--- src/rtl/demux_sequencer.sv ---
// Purpose: one-word skid register that steers each accepted word to one of n channels (addressed or round-robin).
// Latency: 1 cycle from accept edge to outValid; sustains 1 word/cycle when the selected channel is ready.
// Backpressure: inReady follows outReady of the held word's channel; held word is frozen while that channel stalls.
module demux_sequencer #(
  parameter int n         = 4,
  parameter int logn      = $clog2(n),
  parameter int dataWidth = 8
) (
  input  logic                 clk,
  input  logic                 rstN,
  input  logic                 inValid,
  output logic                 inReady,
  input  logic [dataWidth-1:0] inData,
  input  logic [logn-1:0]      inDest,
  input  logic                 rrMode,
  output logic [n-1:0]         outValid,
  input  logic [n-1:0]         outReady,
  output logic [dataWidth-1:0] outData,
  output logic [logn-1:0]      sel,
  output logic                 errDrop
);

  typedef enum logic {EMPTY = 1'b0, FULL = 1'b1} state_t;

  // Channel count widened by one bit so an out-of-range dest can be detected for non-power-of-2 n.
  localparam logic [logn:0]   nch    = (logn+1)'(n);
  localparam logic [logn-1:0] lastch = logn'(n-1);

  state_t                 state, state_nxt;
  logic [logn-1:0]        sel_q;
  logic [logn-1:0]        rr_ptr;
  logic [logn-1:0]        target;
  logic [dataWidth-1:0]   data_q;
  logic                   drop_q;
  logic [n-1:0]           onehot;
  logic                   sel_rdy;
  logic                   accept;
  logic                   transfer;
  logic                   drop;
  logic                   load;

  // Decode the held channel into a one-hot vector; sel_q is always < n once loaded.
  always_comb begin
    onehot = '0;
    for (int i = 0; i < n; i++) begin
      if (sel_q == i[logn-1:0]) onehot[i] = 1'b1;
    end
  end

  // Only the selected channel's ready bit matters; the others are masked off.
  assign sel_rdy  = |(outReady & onehot);
  assign inReady  = (state == EMPTY) ? 1'b1 : sel_rdy;
  assign accept   = inValid && inReady;
  assign transfer = (state == FULL) && sel_rdy;
  assign target   = rrMode ? rr_ptr : inDest;
  // Out-of-range dest: the word is consumed upstream but never loaded.
  assign drop     = accept && !rrMode && ({1'b0, inDest} >= nch);
  assign load     = accept && !drop;

  assign outValid = (state == FULL) ? onehot : '0;
  assign outData  = data_q;
  assign sel      = ((state == EMPTY) && rrMode) ? rr_ptr : sel_q;
  assign errDrop  = drop_q;

  // State register.
  always_ff @(posedge clk or negedge rstN) begin
    if (!rstN) state <= EMPTY;
    else       state <= state_nxt;
  end

  // Next state: a load always leaves us FULL; a transfer with no load empties the slot.
  // A drop while FULL coincides with a transfer (accept needs the held word to leave), so it empties.
  always_comb begin
    state_nxt = state;
    case (state)
      EMPTY:   if (load) state_nxt = FULL;
      FULL:    if (load) state_nxt = FULL;
               else if (transfer) state_nxt = EMPTY;
      default: state_nxt = EMPTY;
    endcase
  end

  // Held word, its channel, the round-robin pointer and the drop pulse.
  always_ff @(posedge clk or negedge rstN) begin
    if (!rstN) begin
      data_q <= '0;
      sel_q  <= '0;
      rr_ptr <= '0;
      drop_q <= 1'b0;
    end else begin
      drop_q <= drop;
      if (load) begin
        data_q <= inData;
        sel_q  <= target;
      end
      if (accept && rrMode) rr_ptr <= (rr_ptr == lastch) ? '0 : rr_ptr + 1'b1;
    end
  end

endmodule

--- config.mk ---
export PLATFORM = sky130hd
export DESIGN_NAME = demux_sequencer
export DESIGN_NICKNAME = d
export VERILOG_FILES = /design/src/rtl/demux_sequencer.sv
export SDC_FILE = /design/constraint.sdc
export NUM_CORES = 1
export LEC_CHECK = 0
export ABC_CLOCK_PERIOD_IN_PS = 1600
export BUFFER_PORTS_ARGS = -buffer_cell sky130_fd_sc_hd__buf_2
export CORE_MARGIN = 2
export CORE_UTILIZATION = 39
export DETAILED_ROUTE_END_ITERATION = 10
export PLACE_DENSITY = 0.76
export RECOVER_POWER = 50
export SLEW_MARGIN = 20
export SYNTH_ARGS = -nofsm -noshare
export SYNTH_HDL_FRONTEND = slang
export SYNTH_SLANG_ARGS = --single-unit
--- constraint.sdc ---
create_clock -name clk -period 1.6 [get_ports clk]
set_input_delay 0.16 -clock clk [delete_from_list [all_inputs] [get_ports clk]]
set_output_delay 0.16 -clock clk [all_outputs]
set_load 0.02 [all_outputs]
==> results_dict.tcl, run 1 <==
set metrics [dict create \
    synth_area_sq_um 701 \
    layout_common_cells "buf_2 (24), dfrtp_1 (12), mux2_4 (10), clkbuf_1 (9), mux2_2 (6)" \
    place_congestion 0.821 \
    fin_ws_ns 0.0385 \
    max_slew_margin 0.532 \
    drive_gt1_frac 0.632 \
    drv_cap 0 \
    synthDistinctLibCells 20 \
    drt_iter0_drc 1 \
    finClkSkew_ns 0.0105 \
    hold_violations 0 \
    timing.final.crit_period_ns 1.56 \
    cts.root.buffer_cell "clkbuf_4" \
    port_buffers 32 \
    finalSetupViolCount 0 \
    multi_input_area_sq_um 362 \
    first_pass_iters 2 \
    end_kind "flop" \
    die_w_um 46.4 \
    synth-seq-cells 13 \
    finalCritPeriodShare 0.976 \
    worst_pin_slew_ns 0.702 \
    rsz0062_at_grt "false" \
    irDropWorstVdd_mv 0.899 \
    hold_path_class "primary input to flop" \
    dp.final_hpwl_um 1090 \
    core_sq_mm 0.00171 \
    n_fill_cell 161 \
    dpl_worst_slack_ns 0.0469 \
    grtUsageTotal 0.140 \
    initial_utilization 0.410 \
    vias 515 \
    numCtsBuffers 3 \
    avgViaCountPerCell 4.60 \
    regArea_sq_um 327 \
    setup_tns_ns 0 \
    die_h_um 46.4 \
    p_per_area_mw_per_mm2 2020 \
    num_io_pins 34 \
    cp.arrival_ns 1.72 \
    final_common_cell "buf_2" \
    status "finished clean" \
    crit_type "flop to flop" \
    critPathRequiredTime_ns 1.75 \
    num_rows 15 \
    syn_area_per_cell_sq_um 14.0 \
    grt_pass1_vias 485 \
    htreeDepth 1 \
    antenna_found_initial 0 \
    synthToLayoutAreaGrowth_pct 34.8 \
    cts.sinks 13 \
    yosysWarnings 0 \
    fmax_mhz 640 \
    power_leakage_nw 0.482 \
    grt_max_degree 14 \
    yosysSeqAreaShare 0.464 \
    cts.path.max_buffers 2 \
    clock_latency_ns 0.27 \
    insertedDiodeCount 0 \
    critPathLaunchType "flop" \
    finalNetCount 107 \
    synth_cells 50 \
    die_area_sq_mm 0.00215 \
    overflow 0 \
    wl_um 1410 \
    grt_pass1_wl_um 2100 \
    cts_tree "yes" \
    slew_viol_final 0 \
    worstPathMaxFanout 10 \
    drc_errors 0 \
    cts.clk_slew.worst_paths_ns 0.08 \
    wl_per_cell_um 12.6 \
    synth_nets 69 \
    ant_nets 0 \
]
metrics by stage:
| step | std cells | util | total power [mW] | hold slack [ns] | area, sq um |
|---|---|---|---|---|---|
| final | 112 | 0.553 | 1.91 | 0.109 | 945 |
| after detailed placement | 106 | 0.521 | 1.68 | 0.0630 | 890 |
| after global placement | 106 | 0.521 | 1.65 | 0.0533 | 890 |
| after floorplan | 50 | - | 1.37 | -0.136 | 701 |
| after CTS | 111 | 0.542 | 1.88 | 0.102 | 926 |
| after global routing | 112 | 0.553 | 2.03 | 0.0917 | 945 |
registers in the layout, summed over array words and instances (netlist names):
signal   count
outData      8
rr_ptr       2
sel_q        2
state        1
cell families after synthesis:
kind of cell / synth area share
adder cells (fa/ha/maj): 0.0179
multiplexers: 0.339
AO/OA/AOI/OAI: 0.0375
other: 0.00535
flip-flops: 0.464
AND/OR/NAND/NOR: 0.0875
buffers and inverters: 0.0482
synth_stat cells (all sizes together):
cell    instances  share of area
a221o           1          0.014
inv             1         0.0054
mux2           16           0.31
a221oi          1          0.013
dfrtp          13           0.46
conb            1         0.0054
nand2           2          0.011
nor2            1         0.0054
and2b           2          0.023
and2            2          0.020
nor2b           2          0.018
and3            1          0.011
mux2i           2          0.029
a22oi           1          0.011
buf             3          0.043
ha              1          0.018
power by group:
| group | internal (mW) | switching, mW |
|---|---|---|
| clock network | 0.0966 | 0.102 |
| registers | 0.493 | 0.137 |
| logic | 0.556 | 0.522 |
| total | 1.15 | 0.761 |
cell type report:
type / instances / share of cell area
Multi-Input combinational cell: 33 / 0.383
Sequential cell: 13 / 0.346
Timing Repair Buffer: 36 / 0.207
Tap cell: 25 / 0.0331
Clock buffer: 4 / 0.0278
Inverter: 1 / 0.00397
layer usage:
| metal | vias to the layer above | wire (um) | track usage |
|---|---|---|---|
| met4 | 0 | 0 | 0.0686 |
| met5 | - | 0 | 0 |
| met2 | 22 | 702 | 0.228 |
| met3 | 0 | 92 | 0.0431 |
| met1 | 244 | 611 | 0.166 |
| li1 | 249 | - | - |
critical path: stages (launching register included):
cell     delay (ns)
dfrtp_1        0.43
mux2i_2        0.19
a221o_1        0.36
buf_12         0.17
mux2_4         0.29
timing repair:
item	4_1_cts	5_1_grt
hold buffers	1	0
setup endpoints to repair	0	11
hold endpoints to repair	13	0
gates resized for setup	0	7
buffers inserted	0	1
final timing paths:
check,startpoint,end,slack [ns],depth (start not counted)
worst max-delay path,sel_q[1]$_DFFE_PN0P_,outData[1]$_DFFE_PN0P_,0.04,4
worst min-delay path,inData[3],outData[3]$_DFFE_PN0P_,0.11,2
worst max register to register,sel_q[1]$_DFFE_PN0P_,outData[1]$_DFFE_PN0P_,0.04,4
worst min register to register,outData[3]$_DFFE_PN0P_,outData[3]$_DFFE_PN0P_,0.52,1
max in group asynchronous,rstN,sel_q[0]$_DFFE_PN0P_,0.65,2
min in group asynchronous,rstN,outData[7]$_DFFE_PN0P_,0.45,2
No activity file was read; power rests on OpenSTA's default activity.
==> inputs of run 2 (changes only) <==
- BUFFER_PORTS_ARGS: -buffer_cell sky130_fd_sc_hd__buf_2 -> not set
- CORE_MARGIN: 2 -> 5
- CORE_UTILIZATION: 39 -> 40
- DONT_BUFFER_PORTS: not set -> 1
- PLACE_DENSITY: 0.76 -> 0.6
==> results_dict.tcl, run 2 (synthesis results as in run 1) <==
set metrics [dict create \
    wl_per_cell_um 17.3 \
    layout_common_cells "dfrtp_1 (12), mux2_4 (10), mux2_2 (6), buf_4 (4)" \
    finalNetCount 79 \
    largest_reg_flops 8 \
    regArea_sq_um 327 \
    drive_gt1_frac 0.542 \
    grt_pass1_wl_um 2130 \
    clock_latency_ns 0.28 \
    htreeDepth 1 \
    die_area_sq_mm 0.00269 \
    end_kind "flop" \
    power.total_mw 1.76 \
    port_buffers 0 \
    cts_tree "yes" \
    critPathLaunchType "flop" \
    reg2reg_slack_ns 0.04 \
    hold_violations 0 \
    hold_path_class "primary input to flop" \
    slew_viol_final 0 \
    worstPathMaxFanout 7 \
    finClkSkew_ns 0.00575 \
    cp.arrival_ns 1.72 \
    max_slew_margin 0.616 \
    cts.root.buffer_cell "clkbuf_4" \
    power_leakage_nw 0.381 \
    critPathRequiredTime_ns 1.76 \
    first_pass_iters 2 \
    insertedDiodeCount 0 \
    drv_cap 0 \
    initial_utilization 0.415 \
    numPlacedInstances 68 \
    final_common_cell "dfrtp_1" \
    drt_iter0_drc 2 \
    grt_pass1_vias 451 \
    num_rows 15 \
    p_per_area_mw_per_mm2 2190 \
    cts.path.max_buffers 2 \
    rsz0062_at_grt "true" \
    finish.utilization 0.476 \
    avgViaCountPerCell 5.42 \
    antenna_found_initial 0 \
    finalSetupViolCount 0 \
    die_w_um 51.9 \
    synthToLayoutAreaGrowth_pct 14.6 \
    place_congestion 0.768 \
    fin_ws_ns 0.0406 \
    num_io_pins 34 \
    finalCritPeriodShare 0.975 \
    dpl_worst_slack_ns 0.0204 \
    grtUsageTotal 0.110 \
    grt_max_degree 14 \
    wl_um 1320 \
    vias 412 \
    multi_input_area_sq_um 354 \
    cts.sinks 13 \
    worst_pin_slew_ns 0.574 \
    instances_no_fill 76 \
    cts.clk_slew.worst_paths_ns 0.08 \
    fin_area_sq_um 803 \
    status "finished clean" \
    fin_worst_hold_slack_ns 0.0312 \
    irDropWorstVdd_mv 0.880 \
    overflow 0 \
    setup_tns_ns 0 \
    numCtsBuffers 3 \
    die_h_um 51.9 \
    dp.final_hpwl_um 1010 \
    crit_type "flop to flop" \
    postPlaceCellArea_sq_um 722 \
    timing.final.crit_period_ns 1.56 \
    n_fill_cell 157 \
    drc_errors 0 \
    fmax_mhz 641 \
    core_sq_mm 0.00169 \
    ant_nets 0 \
]
run 2: worst paths after layout:
| path | start | to | depth (start not counted) |
|---|---|---|---|
| min in group asynchronous | rstN | state$_DFF_PN0_ | 1 |
| max in group asynchronous | rstN | sel_q[1]$_DFFE_PN0P_ | 1 |
| max reg2reg | state$_DFF_PN0_ | outData[5]$_DFFE_PN0P_ | 4 |
| max | state$_DFF_PN0_ | outData[5]$_DFFE_PN0P_ | 4 |
| min | inData[0] | outData[0]$_DFFE_PN0P_ | 1 |
| min reg2reg | rr_ptr[1]$_DFFE_PN0P_ | rr_ptr[1]$_DFFE_PN0P_ | 1 |
run 2: area by class of cell:
cell class | instances | share of cell area
Clock buffer | 4 | 0.0327
Timing Repair Buffer | 8 | 0.0888
Inverter | 1 | 0.00467
Multi-Input combinational cell | 33 | 0.441
Tap cell | 17 | 0.0265
Sequential cell | 13 | 0.407
run 2: power by group:
part	leakage [nW]	switching [mW]	internal, mW
clock	0.0150	0.108	0.0966
combinational	0.216	0.334	0.452
sequential	0.150	0.275	0.492
total	0.381	0.718	1.04
run 2: repair_timing:
item                       CTS  global route
hold endpoints to repair    14             1
setup buffers                0             1
pin swaps                    0             1
setup endpoints to repair    1            13
resized for setup            2             4
hold buffers                 2             1
run 2: critical path, stage by stage, from the launching register on:
cell	delay, ns
dfrtp_1	0.42
nor2b_2	0.19
a221o_1	0.38
buf_6	0.16
mux2_4	0.30
run 2: metal layers:
metal | track usage | share of wire | up-vias
met3 | 0.0258 | 0.037 | 2
met1 | 0.136 | 0.43 | 206
met2 | 0.157 | 0.52 | 12
met5 | 0 | 0 | -
met4 | 0.0961 | 0.013 | 0
li1 | - | - | 192
